$ cat src/rtl/ifu_fetch.sv
// Instruction fetch unit: one outstanding AXI-lite read at a time, with redirect/kill handling.
// Optional build macro IFU_ACCESS_FAULT_EN turns error responses into a faulting NOP and stops fetch until a redirect.
module ifu_fetch #(
    parameter logic [31:0] RESET_PC = 32'h8000_0000
) (
    input  logic        clk,
    input  logic        rst_n,
    input  logic        redirect_valid,
    input  logic [31:0] redirect_pc,
    output logic [31:0] araddr,
    output logic        arvalid,
    input  logic        arready,
    input  logic [31:0] rdata,
    input  logic [1:0]  rresp,
    input  logic        rvalid,
    output logic        rready,
    output logic        out_valid,
    input  logic        out_ready,
    output logic [31:0] out_pc,
    output logic [31:0] out_inst,
    output logic        out_fault
);

    // state  | meaning
    // ADDR   | AR channel owned; arvalid low only right after reset or while halted on a fault
    // WAIT_R | AR accepted, waiting for the read response
    // HOLD   | instruction presented to decode
    typedef enum logic [1:0] {
        ADDR   = 2'd0,
        WAIT_R = 2'd1,
        HOLD   = 2'd2
    } state_t;

    localparam logic [31:0] NOP_INST = 32'h0000_0013;

    state_t      r_state;
    logic [31:0] r_pc;
    logic [31:0] r_pend_pc;
    logic        r_kill;
    logic        r_halt;
    logic        r_arvalid;
    logic        r_rready;
    logic        r_out_valid;
    logic [31:0] r_out_pc;
    logic [31:0] r_out_inst;
    logic        r_out_fault;

    logic [31:0] w_redirect_pc;
    logic        w_resp_err;
    logic        w_unused;

    assign w_redirect_pc = {redirect_pc[31:2], 2'b00};

`ifdef IFU_ACCESS_FAULT_EN
    assign w_resp_err = (rresp != 2'b00);
    assign w_unused   = ^redirect_pc[1:0];
`else
    assign w_resp_err = 1'b0;
    assign w_unused   = ^{redirect_pc[1:0], rresp};
`endif

    always_ff @(posedge clk) begin
        if (!rst_n) begin
            r_state     <= ADDR;
            r_pc        <= RESET_PC;
            r_pend_pc   <= RESET_PC;
            r_kill      <= 1'b0;
            r_halt      <= 1'b0;
            r_arvalid   <= 1'b0;
            r_rready    <= 1'b0;
            r_out_valid <= 1'b0;
            r_out_pc    <= 32'h0;
            r_out_inst  <= 32'h0;
            r_out_fault <= 1'b0;
        end else begin
            case (r_state)
                ADDR: begin
                    if (!r_arvalid) begin
                        // Idle: first cycle out of reset, or parked after a fault
                        if (redirect_valid) begin
                            r_pc      <= w_redirect_pc;
                            r_arvalid <= 1'b1;
                            r_halt    <= 1'b0;
                        end else if (!r_halt) begin
                            r_arvalid <= 1'b1;
                        end
                    end else begin
                        if (redirect_valid) begin
                            r_pend_pc <= w_redirect_pc;
                            r_kill    <= 1'b1;
                        end
                        if (arready) begin
                            r_arvalid <= 1'b0;
                            r_rready  <= 1'b1;
                            r_state   <= WAIT_R;
                        end
                    end
                end
                WAIT_R: begin
                    if (rvalid) begin
                        r_rready <= 1'b0;
                        if (r_kill || redirect_valid) begin
                            // A redirect landing on the handshake itself beats the pending target
                            r_pc      <= redirect_valid ? w_redirect_pc : r_pend_pc;
                            r_kill    <= 1'b0;
                            r_arvalid <= 1'b1;
                            r_state   <= ADDR;
                        end else begin
                            r_out_valid <= 1'b1;
                            r_out_pc    <= r_pc;
                            r_out_inst  <= w_resp_err ? NOP_INST : rdata;
                            r_out_fault <= w_resp_err;
                            r_state     <= HOLD;
                        end
                    end else if (redirect_valid) begin
                        r_pend_pc <= w_redirect_pc;
                        r_kill    <= 1'b1;
                    end
                end
                HOLD: begin
                    if (redirect_valid) begin
                        r_out_valid <= 1'b0;
                        r_out_fault <= 1'b0;
                        r_pc        <= w_redirect_pc;
                        r_arvalid   <= 1'b1;
                        r_halt      <= 1'b0;
                        r_state     <= ADDR;
                    end else if (out_ready) begin
                        r_out_valid <= 1'b0;
                        r_out_fault <= 1'b0;
                        r_state     <= ADDR;
                        if (r_out_fault) begin
                            r_halt <= 1'b1;
                        end else begin
                            r_pc      <= r_pc + 32'd4;
                            r_arvalid <= 1'b1;
                        end
                    end
                end
                default: begin
                    r_state <= ADDR;
                end
            endcase
        end
    end

    assign araddr    = r_pc;
    assign arvalid   = r_arvalid;
    assign rready    = r_rready;
    assign out_valid = r_out_valid;
    assign out_pc    = r_out_pc;
    assign out_inst  = r_out_inst;
    assign out_fault = r_out_fault;

endmodule
$ cat config.mk
export PLATFORM = sky130hd
export DESIGN_NAME = ifu_fetch
export DESIGN_NICKNAME = d
export VERILOG_FILES = /design/src/rtl/ifu_fetch.sv
export SDC_FILE = /design/constraint.sdc
export NUM_CORES = 1
export LEC_CHECK = 0
export BUFFER_PORTS_ARGS = -buffer_cell sky130_fd_sc_hd__buf_2
export CORE_MARGIN = 2
export CORE_UTILIZATION = 30
export DETAILED_ROUTE_END_ITERATION = 8
export GPL_ROUTABILITY_DRIVEN = 0
export SLEW_MARGIN = 0
export SYNTH_ARGS = -nofsm -noshare
export SYNTH_HDL_FRONTEND = slang
export SYNTH_SLANG_ARGS = --single-unit
$ cat constraint.sdc
create_clock -name clk -period 2.28 [get_ports clk]
set_clock_uncertainty 0.2 [all_clocks]
set_input_delay 0.456 -clock clk [delete_from_list [all_inputs] [get_ports clk]]
set_output_delay 0.456 -clock clk [all_outputs]
set_load 0.1 [all_outputs]
==> flow_summary.yaml, run 1 <==
worst_hold_path:
  hold_end: "out_inst[7]"
  hold_path_startpoint: "rdata[7]"
  hp-class: "in -> reg"
  whs_path_depth: 3
placement:
  dp_cells: 1220
  dp_hpwl_um: 13600
  post_dp_cell_area_mm2: 0.00762
  portBuffers: 166
finish:
  layout.cells.non_filler: 1259
  syn2layout_area_growth_pct: 32.9
  fin_area_mm2: 0.00829
  fin_nets: 1052
  nFillCells: 2162
  drive_gt1_frac: 0.314
  multiInputGateArea_mm2: 0.00320
  regArea_mm2: 0.00278
yosys:
  yosys-top-cells-area: "dfxtp_1 43%, nand2_1 13%, a21oi_1 9.2%"
  async_flop_share: 0
  syn_area_mm2: 0.00623
  ys_seq_elements: 135
  synth_ff_type: "dfxtp_1"
  synth_top_area_cell: "dfxtp_1"
  postSynthCellCount: 796
  synth.yosys.warnings: 0
  synth_edf_count: 0
  syn_avg_cell_area_um2: 7.83
  seq_area_frac_synth: 0.433
  synth_cell_types: 63
  synth_nets: 873
  synth_top_area_share: 0.433
sta:
  worstMarginPinSlew_ps: 558
  final.setup.tns_ps: 0
  period_needed_ps: 2220
  max_freq_mhz: 449
  setup_viol: 0
  rsz0062_at_grt: "yes"
  finalMaxSlewViolations: 0
  relSlewSlack: 0.628
  min_period_over_period: 0.976
  hold_viol: 0
global_routing:
  grt_pass1_vias: 6033
  grtUsageTotal: 0.184
  grt_antenna_before_repair: 2
  grt_max_degree: 113
  grt_overflow: 0
  grt_pass1_wl_um: 32100
routing:
  vias: 6394
  viasPerCell: 5.08
  wl_um: 20100
  drcViolationCount: 0
  drtIter0Drc: 422
  wire_per_inst_um: 16.0
  postRouteAntennaNets: 0
  dr.pass1.iters: 5
floorplan:
  die_height_um: 148
  die_area_mm2: 0.0220
  coreArea_mm2: 0.0203
  ioPinCount: 172
  start_util: 0.307
  die_w_um: 148
  num_rows: 52
cts:
  cts.sinks: 135
  cts_tree: "built"
  cts_buffer_depth: 2
  cts_made_buffers: 17
  h-tree-depth: 4
  clk_pin_slew_ps: 50
  cts_hold_buf: 0
  clock_latency_ps: 420
  clockRootBuffer: "clkbuf_16"
worst_setup_path:
  rr_endpoint: "araddr[22]"
  path_delay_family: "simple AND/OR/NAND/NOR gates"
  cpPeakStageDelay_ps: 480
  critPathMaxFanout: 7
  crit-reg2reg-launch: "r_state[1]"
  crit_path_end_kind: "flop"
  cp_slowest_cell: "or4_1"
  cp-start-kind: "flop"
  worstPathArrival_ps: 2360
  critical_path_cell_count: 8
  path_class: "reg -> reg"
  worstPathRequired_ps: 2420
  cp.buffers_inverters: 2
  crit_chain: "buf_6, ha_4, nor3b_4, nor4_2, buf_4, nand2_8, or4_1, a31oi_1"
  r2r_setup_slack_ps: 60
  reg2reg_depth: 8
run:
  drv_cap: 0
pwr:
  ir_worst_vdd_uv: 558
  power_leakage_nw: 3.37
  p_per_area_mw_per_mm2: 832
outcome:
  outcome: "finished, final reports clean"
tightest hold or removal path, cell delays in order:
cell     delay, ps
buf_2           90
nand2_1         40
a21oi_1         50
power breakdown:
group	leakage (nW)	internal (mW)	switching [mW]	total, mW
Combinational	1.98	0.448	1.19	1.64
Sequential	1.11	2.51	0.162	2.67
Clock	0.271	1.60	0.981	2.59
Total	3.37	4.56	2.33	6.90
cell type report:
class | instances | share of cell area
clock inverters | 4 | 0.00544
clock buffers | 27 | 0.0607
flip-flops and latches | 135 | 0.335
inverters | 6 | 0.00287
well taps | 270 | 0.0408
diodes | 2 | 0.000604
repair buffers | 228 | 0.168
multi-input cells | 587 | 0.387
placed cells by master, fill, tap and decap left out, types with 13 or more instances in the layout:
cell         n
clkbuf_16   17
o21ai_1     23
nand2_1    219
nor2_1      23
dfxtp_4     15
o21ai_0     19
a31oi_1     13
buf_2      166
nor4_1      13
buf_4       53
nand4_1     13
a21oi_1    114
dfxtp_2     14
dfxtp_1    106
worst max-delay path by stage:
stage,from,end,slack [ps]
floorplan,araddr[10],araddr[22],-40
global placement,r_state[1],araddr[22],-30
detailed placement,r_state[0],araddr[22],-10
CTS,r_state[0],araddr[29],3
global route,r_state[1],araddr[22],-30
finish,r_state[1],araddr[22],60
stage by stage:
step / power (mW) / util / hold slack, ps / setup WS, ps
6_report: 6.90 / 0.408 / 68.2 / 55.1
5_1_grt: 7.21 / 0.408 / 58.7 / -31.2
4_1_cts: 6.95 / 0.403 / 54.4 / 3.01
3_5_place_dp: 4.33 / 0.375 / 237 / -10.8
3_3_place_gp: 4.32 / 0.375 / 236 / -29.3
2_1_floorplan: 3.88 / - / 212 / -36.1
routing by layer:
metal / track usage / part of all wire / up-vias
met5: 0 / 0 / -
met1: 0.239 / 0.45 / 3037
met4: 0.0581 / 0.019 / 0
met3: 0.0411 / 0.046 / 27
li1: - / - / 3170
met2: 0.304 / 0.49 / 160
logic make-up after synthesis:
group / after synthesis / synth area share
xor gates and xnor gates: 4 / 0.00562
buffers and inverters: 74 / 0.0644
muxes: 6 / 0.0100
and+or+nand+nor: 335 / 0.248
DFF: 135 / 0.433
AOI/OAI and AO/OA: 236 / 0.228
other: 1 / 0.000601
adders and majority gates: 5 / 0.0100
registers in the layout, summed over array words and instances (netlist names):
register	count
araddr	32
out_inst	32
out_pc	32
r_pend_pc	32
r_state	2
arvalid	1
out_valid	1
r_halt	1
r_kill	1
rready	1
timing repair:
| item | in CTS | in global routing |
|---|---|---|
| endpoints found under the setup margin | 1 | 31 |
| endpoints found under the hold margin | 0 | 0 |
| gates resized for setup | 1 | 16 |
| pin swaps | 0 | 4 |
| setup buffers | 2 | 4 |
Yosys cell counts (all sizes together) (2+ instances only):
master / number
and2: 4
a22o: 11
nor2: 23
o21ba: 2
nand2b: 4
nand3b: 2
inv: 6
ha: 5
and3: 11
and4: 6
a221oi: 13
mux2: 2
o211ai: 9
a31oi: 13
nand3: 13
o2111ai: 3
or4: 2
nor3: 10
xnor2: 4
dfxtp: 135
nor2b: 3
o22ai: 7
o21a: 4
o221a: 2
clkbuf: 48
o21ai: 42
a22oi: 6
nand4: 14
nor3b: 4
nand2: 221
mux2i: 4
nor4: 16
a21oi: 114
a211o: 2
buf: 19
(Power assumes the default switching activity.)
==> run 2, diff against run 1 <==
Settings changed: CORE_MARGIN 2 to 1.5, HOLD_SLACK_MARGIN from default to 0.08.
==> run 2 against run 1 <==
Effect of this change: clock-buffer cell count down 6; setup slack worse by 45 ps; sequential cell count unchanged; combinational power up 4%; utilization up 2.7 points; maximum frequency down 2.0%; critical path depth unchanged; hold slack better by 28 ps; via count up 2.3%; routed wire length up 3.6%; critical path type unchanged; largest cell class unchanged; highest routed layer unchanged.
==> flow_summary.yaml, run 2 (same netlist as run 1, synthesis figures left out) <==
cts:
  cts.sinks: 135
  h-tree-depth: 4
  cts_made_buffers: 17
  clock_latency_ps: 420
  cts_buffer_depth: 2
  clockRootBuffer: "clkbuf_16"
  clk_pin_slew_ps: 60
  cts_tree: "built"
finish:
  fin_area_mm2: 0.00883
  nFillCells: 2068
  fin_nets: 1094
  mostFrequentLayoutCells: "218 x nand2_1, 166 x buf_2, 114 x a21oi_1"
  syn2layout_area_growth_pct: 41.6
  drive_gt1_frac: 0.306
  layout_commonest_cell: "nand2_1"
  layout.cells.non_filler: 1302
pwr:
  power_leakage_nw: 3.58
  p_per_area_mw_per_mm2: 834
  ir_worst_vdd_uv: 550
global_routing:
  grt_antenna_before_repair: 2
  grt_pass1_wl_um: 33000
  use_met1: 0.245
  grt_pass1_vias: 6255
  grt_use_met2: 0.319
  grt_max_degree: 71
  top_usage_layer: "met2"
  grt_overflow: 0
  grtUsageTotal: 0.192
  grt_util_met3: 0.0391
routing:
  dr.pass1.iters: 5
  vias: 6544
  wl_um: 20800
  wire_per_inst_um: 16.0
  postRouteAntennaNets: 0
  drtIter0Drc: 430
  viasPerCell: 5.03
  drcViolationCount: 0
sta:
  max_freq_mhz: 440
  final.setup.tns_ps: 0
  period_needed_ps: 2270
  holdWs_ps: 96.5
  min_period_over_period: 0.996
  worstMarginPinSlew_ps: 524
  setup_viol: 0
  rsz0062_at_grt: "yes"
  hold_viol: 0
  relSlewSlack: 0.653
  finalMaxSlewViolations: 0
worst_setup_path:
  worstPathArrival_ps: 2410
  critPathMaxFanout: 8
  crit_chain: "buf_6, ha_4, nor3b_4, nor4_2, buf_4, nand2_8, or4_1, a31oi_1"
  worstPathRequired_ps: 2420
  cp_slowest_cell: "or4_1"
  cpPeakStageDelay_ps: 510
  cp-start-kind: "flop"
  crit_path_end_kind: "flop"
  path_class: "reg -> reg"
floorplan:
  coreArea_mm2: 0.0203
  die_height_um: 147
  die_area_mm2: 0.0217
  die_w_um: 147
  start_util: 0.307
  ioPinCount: 172
  num_rows: 52
run:
  drv_cap: 0
placement:
  dp_cells: 1222
  portBuffers: 166
  post_dp_cell_area_mm2: 0.00764
  dp_hpwl_um: 13800
worst_hold_path:
  hp-class: "in -> reg"
outcome:
  outcome: "finished, final reports clean"
[run 2: cell types whose count changed in the layout (fill, tap and decap cells not counted), sizes merged]
cell	change
buf	+2
clkinv	+3
dlygate4sd3	+40
bufinv	+4
clkbuf	-6
[run 2: worst paths after layout]
path	start	to	slack [ps]	depth (start not counted)
min reg2reg	r_halt	r_halt	240	2
min	redirect_pc[20]	r_pend_pc[20]	100	3
max reg2reg	r_state[1]	araddr[22]	10	8
max	r_state[1]	araddr[22]	10	8
[run 2: layer usage]
metal	vias to the layer above	wire length (µm)
met5	-	0
met2	164	10100
met4	0	450
met1	3095	9420
li1	3255	-
met3	30	829
[run 2: power breakdown]
part | internal (mW) | switching, mW
combinational | 0.504 | 1.20
clock | 1.95 | 1.02
sequential | 2.51 | 0.170
[run 2: through the flow]
step	power (mW)	worst slack [ps]	util
2_1_floorplan	3.88	-36.1	-
3_3_place_gp	4.31	-8.48	0.377
3_5_place_dp	4.32	-60.9	0.377
4_1_cts	7.38	-20.9	0.429
5_1_grt	7.66	-23.7	0.435
6_report	7.36	9.85	0.435
[run 2: layout make-up]
type / instances / area (µm²) / area share
diodes: 2 / 5.00 / 0.000567
clock buffers: 21 / 450 / 0.0510
clock inverters: 11 / 178 / 0.0201
inverters: 6 / 23.8 / 0.00269
multi-input cells: 587 / 3220 / 0.364
flip-flops and latches: 135 / 2780 / 0.314
well taps: 270 / 338 / 0.0383
repair buffers: 270 / 1840 / 0.209
[run 2: critical path: cells and delay by family, from the launching register on]
family | cells | cell delay, ps
AOI/OAI and AO/OA | 1 | 150
and+or+nand+nor | 4 | 1040
adders and majority gates | 1 | 150
buffers and inverters | 2 | 330
DFF | 1 | 330
[run 2: what timing repair did]
| action | in CTS | in global routing |
|---|---|---|
| endpoints found under the setup margin | 5 | 15 |
| hold buffers | 39 | 1 |
| gates resized for setup | 8 | 17 |
| pin swaps | 3 | 5 |
| hold endpoints to repair | 39 | 1 |
| buffers inserted | 1 | 5 |
==> run 3, diff against run 2 <==
Settings changed: CELL_PAD_IN_SITES_DETAIL_PLACEMENT from default to 2, CELL_PAD_IN_SITES_GLOBAL_PLACEMENT from default to 2, CORE_UTILIZATION 30 to 26, PLACE_DENSITY_LB_ADDON from default to 0.1.
==> run 3 against run 2 <==
Effect of this change: clock power fell by 7.4%; highest routed layer unchanged; total power decreased by 0.90%; sequential share of layout area down 0.75 points; largest cell class unchanged; register-to-register slack gained 30 ps; utilization shrank 5.0 points; sequential power barely moved; hold slack about the same.
==> flow_summary.yaml, run 3 (same netlist as run 1, synthesis figures left out) <==
worst_setup_path:
  path_class: "reg -> reg"
  r2r_setup_slack_ps: 40
  worstPathArrival_ps: 2400
  critPathCapture: "araddr[22]"
  startpoint: "r_state[1]"
  crit-reg2reg-launch: "r_state[1]"
  crit_path_end_kind: "flop"
  worstPathRequired_ps: 2430
  reg2reg_depth: 8
  critPathMaxFanout: 8
  cp-start-kind: "flop"
  rr_endpoint: "araddr[22]"
sta:
  worstMarginPinSlew_ps: 551
  max_freq_mhz: 446
  rsz0062_at_grt: "yes"
  min_period_over_period: 0.984
  relSlewSlack: 0.632
  finalMaxSlewViolations: 0
  period_needed_ps: 2240
  setup_viol: 0
  hold_viol: 0
routing:
  drtIter0Drc: 241
  postRouteAntennaNets: 0
  vias: 6900
  dr.pass1.iters: 5
  drcViolationCount: 0
  wire_per_inst_um: 19.8
  wl_um: 26800
  viasPerCell: 5.09
cts:
  clock_latency_ps: 440
  h-tree-depth: 4
  cts_made_buffers: 17
  cts.sinks: 135
  cts_buffer_depth: 2
  clk_pin_slew_ps: 60
  clockRootBuffer: "clkbuf_16"
  cts_tree: "built"
finish:
  drive_gt1_frac: 0.322
  syn2layout_area_growth_pct: 45.1
  mostFrequentLayoutCells: "218 x nand2_1, 165 x buf_2, 112 x a21oi_1"
  fin_nets: 1101
  final_core_util: 0.385
  regArea_mm2: 0.00278
  nFillCells: 2646
  diodes: 0
  multiInputGateArea_mm2: 0.00330
  fin_area_mm2: 0.00904
  layout_commonest_cell: "nand2_1"
floorplan:
  die_height_um: 158
  ioPinCount: 172
  num_rows: 56
  die_w_um: 158
  die_area_mm2: 0.0249
  coreArea_mm2: 0.0235
  start_util: 0.266
worst_hold_path:
  hp-class: "in -> reg"
  hold_path_startpoint: "redirect_pc[30]"
placement:
  portBuffers: 166
  dp_hpwl_um: 17400
  post_dp_cell_area_mm2: 0.00767
global_routing:
  grtUsageTotal: 0.215
  grt_pass1_wl_um: 41100
  grt_antenna_before_repair: 0
  grt_pass1_vias: 7406
  grt_overflow: 0
  grt_max_degree: 111
pwr:
  p_per_area_mw_per_mm2: 807
  power_mw: 7.29
  ir_worst_vdd_uv: 408
  power_leakage_nw: 3.62
run:
  drv_cap: 0
outcome:
  outcome: "finished, final reports clean"
==> run 3: cell types whose count changed in the layout (fill, tap and decap cells not counted), sizes merged <==
cell,before,now
clkinvlp,0,3
inv,5,8
diode,2,0
buf,230,228
dlygate4sd3,40,47
clkinv,7,5
bufinv,5,1
clkbuf,21,23
==> run 3: power breakdown <==
part / internal, mW / leakage, nW / switching [mW]
Clock: 1.62 / 0.281 / 1.13
Sequential: 2.51 / 1.11 / 0.178
Combinational: 0.559 / 2.23 / 1.30
==> run 3: how the worst min path moves through the flow <==
stage / endpoint / cells past startpoint
after floorplan: r_halt / 2
final: r_pend_pc[30] / 3
after global routing: r_pend_pc[30] / 3
after CTS: r_pend_pc[30] / 3
after detailed placement: r_halt / 2
after global placement: r_halt / 2
==> run 3: area by class of cell <==
type | count | area share
clock inverter | 11 | 0.0104
clock buffer | 21 | 0.0533
sequential | 135 | 0.307
tap | 319 | 0.0441
timing repair buffer | 277 | 0.218
inverter | 6 | 0.00263
multi-input combinational | 587 | 0.364
==> run 3: worst max-delay path, stage by stage (launching register included) <==
cell     delay [ps]
dfxtp_2         340
inv_2            60
ha_4            160
nor3b_4         150
nor4_2          290
buf_4           220
nand2_8          90
or4_4           500
a31oi_1         160
==> run 3: stage by stage <==
step | hold slack (ps) | instances | worst slack, ps | TNS, ps
after global routing | 87.8 | 1356 | -57.2 | -151
after floorplan | 212 | 796 | -36.1 | -36.1
after global placement | 227 | 1263 | -64.8 | -114
after CTS | 80.2 | 1343 | 8.38 | 0
final | 96.5 | 1356 | 35.5 | 0
after detailed placement | 232 | 1263 | -145 | -1030
==> run 3: routing by layer <==
layer / global-route usage / up-vias / share of wire / routed length, µm
li1: - / 3268 / - / -
met1: 0.256 / 3441 / 0.43 / 11500
met2: 0.382 / 154 / 0.51 / 13800
met3: 0.0474 / 37 / 0.039 / 1060
met4: 0.0687 / 0 / 0.020 / 523
met5: 0 / - / 0 / 0
==> run 3: timing repair <==
action	CTS	global route
hold buffers	47	0
cloned	0	2
endpoints found under the hold margin	47	0
gates resized for setup	19	26
setup buffers	1	11
pin swaps	3	6
setup endpoints to repair	24	23
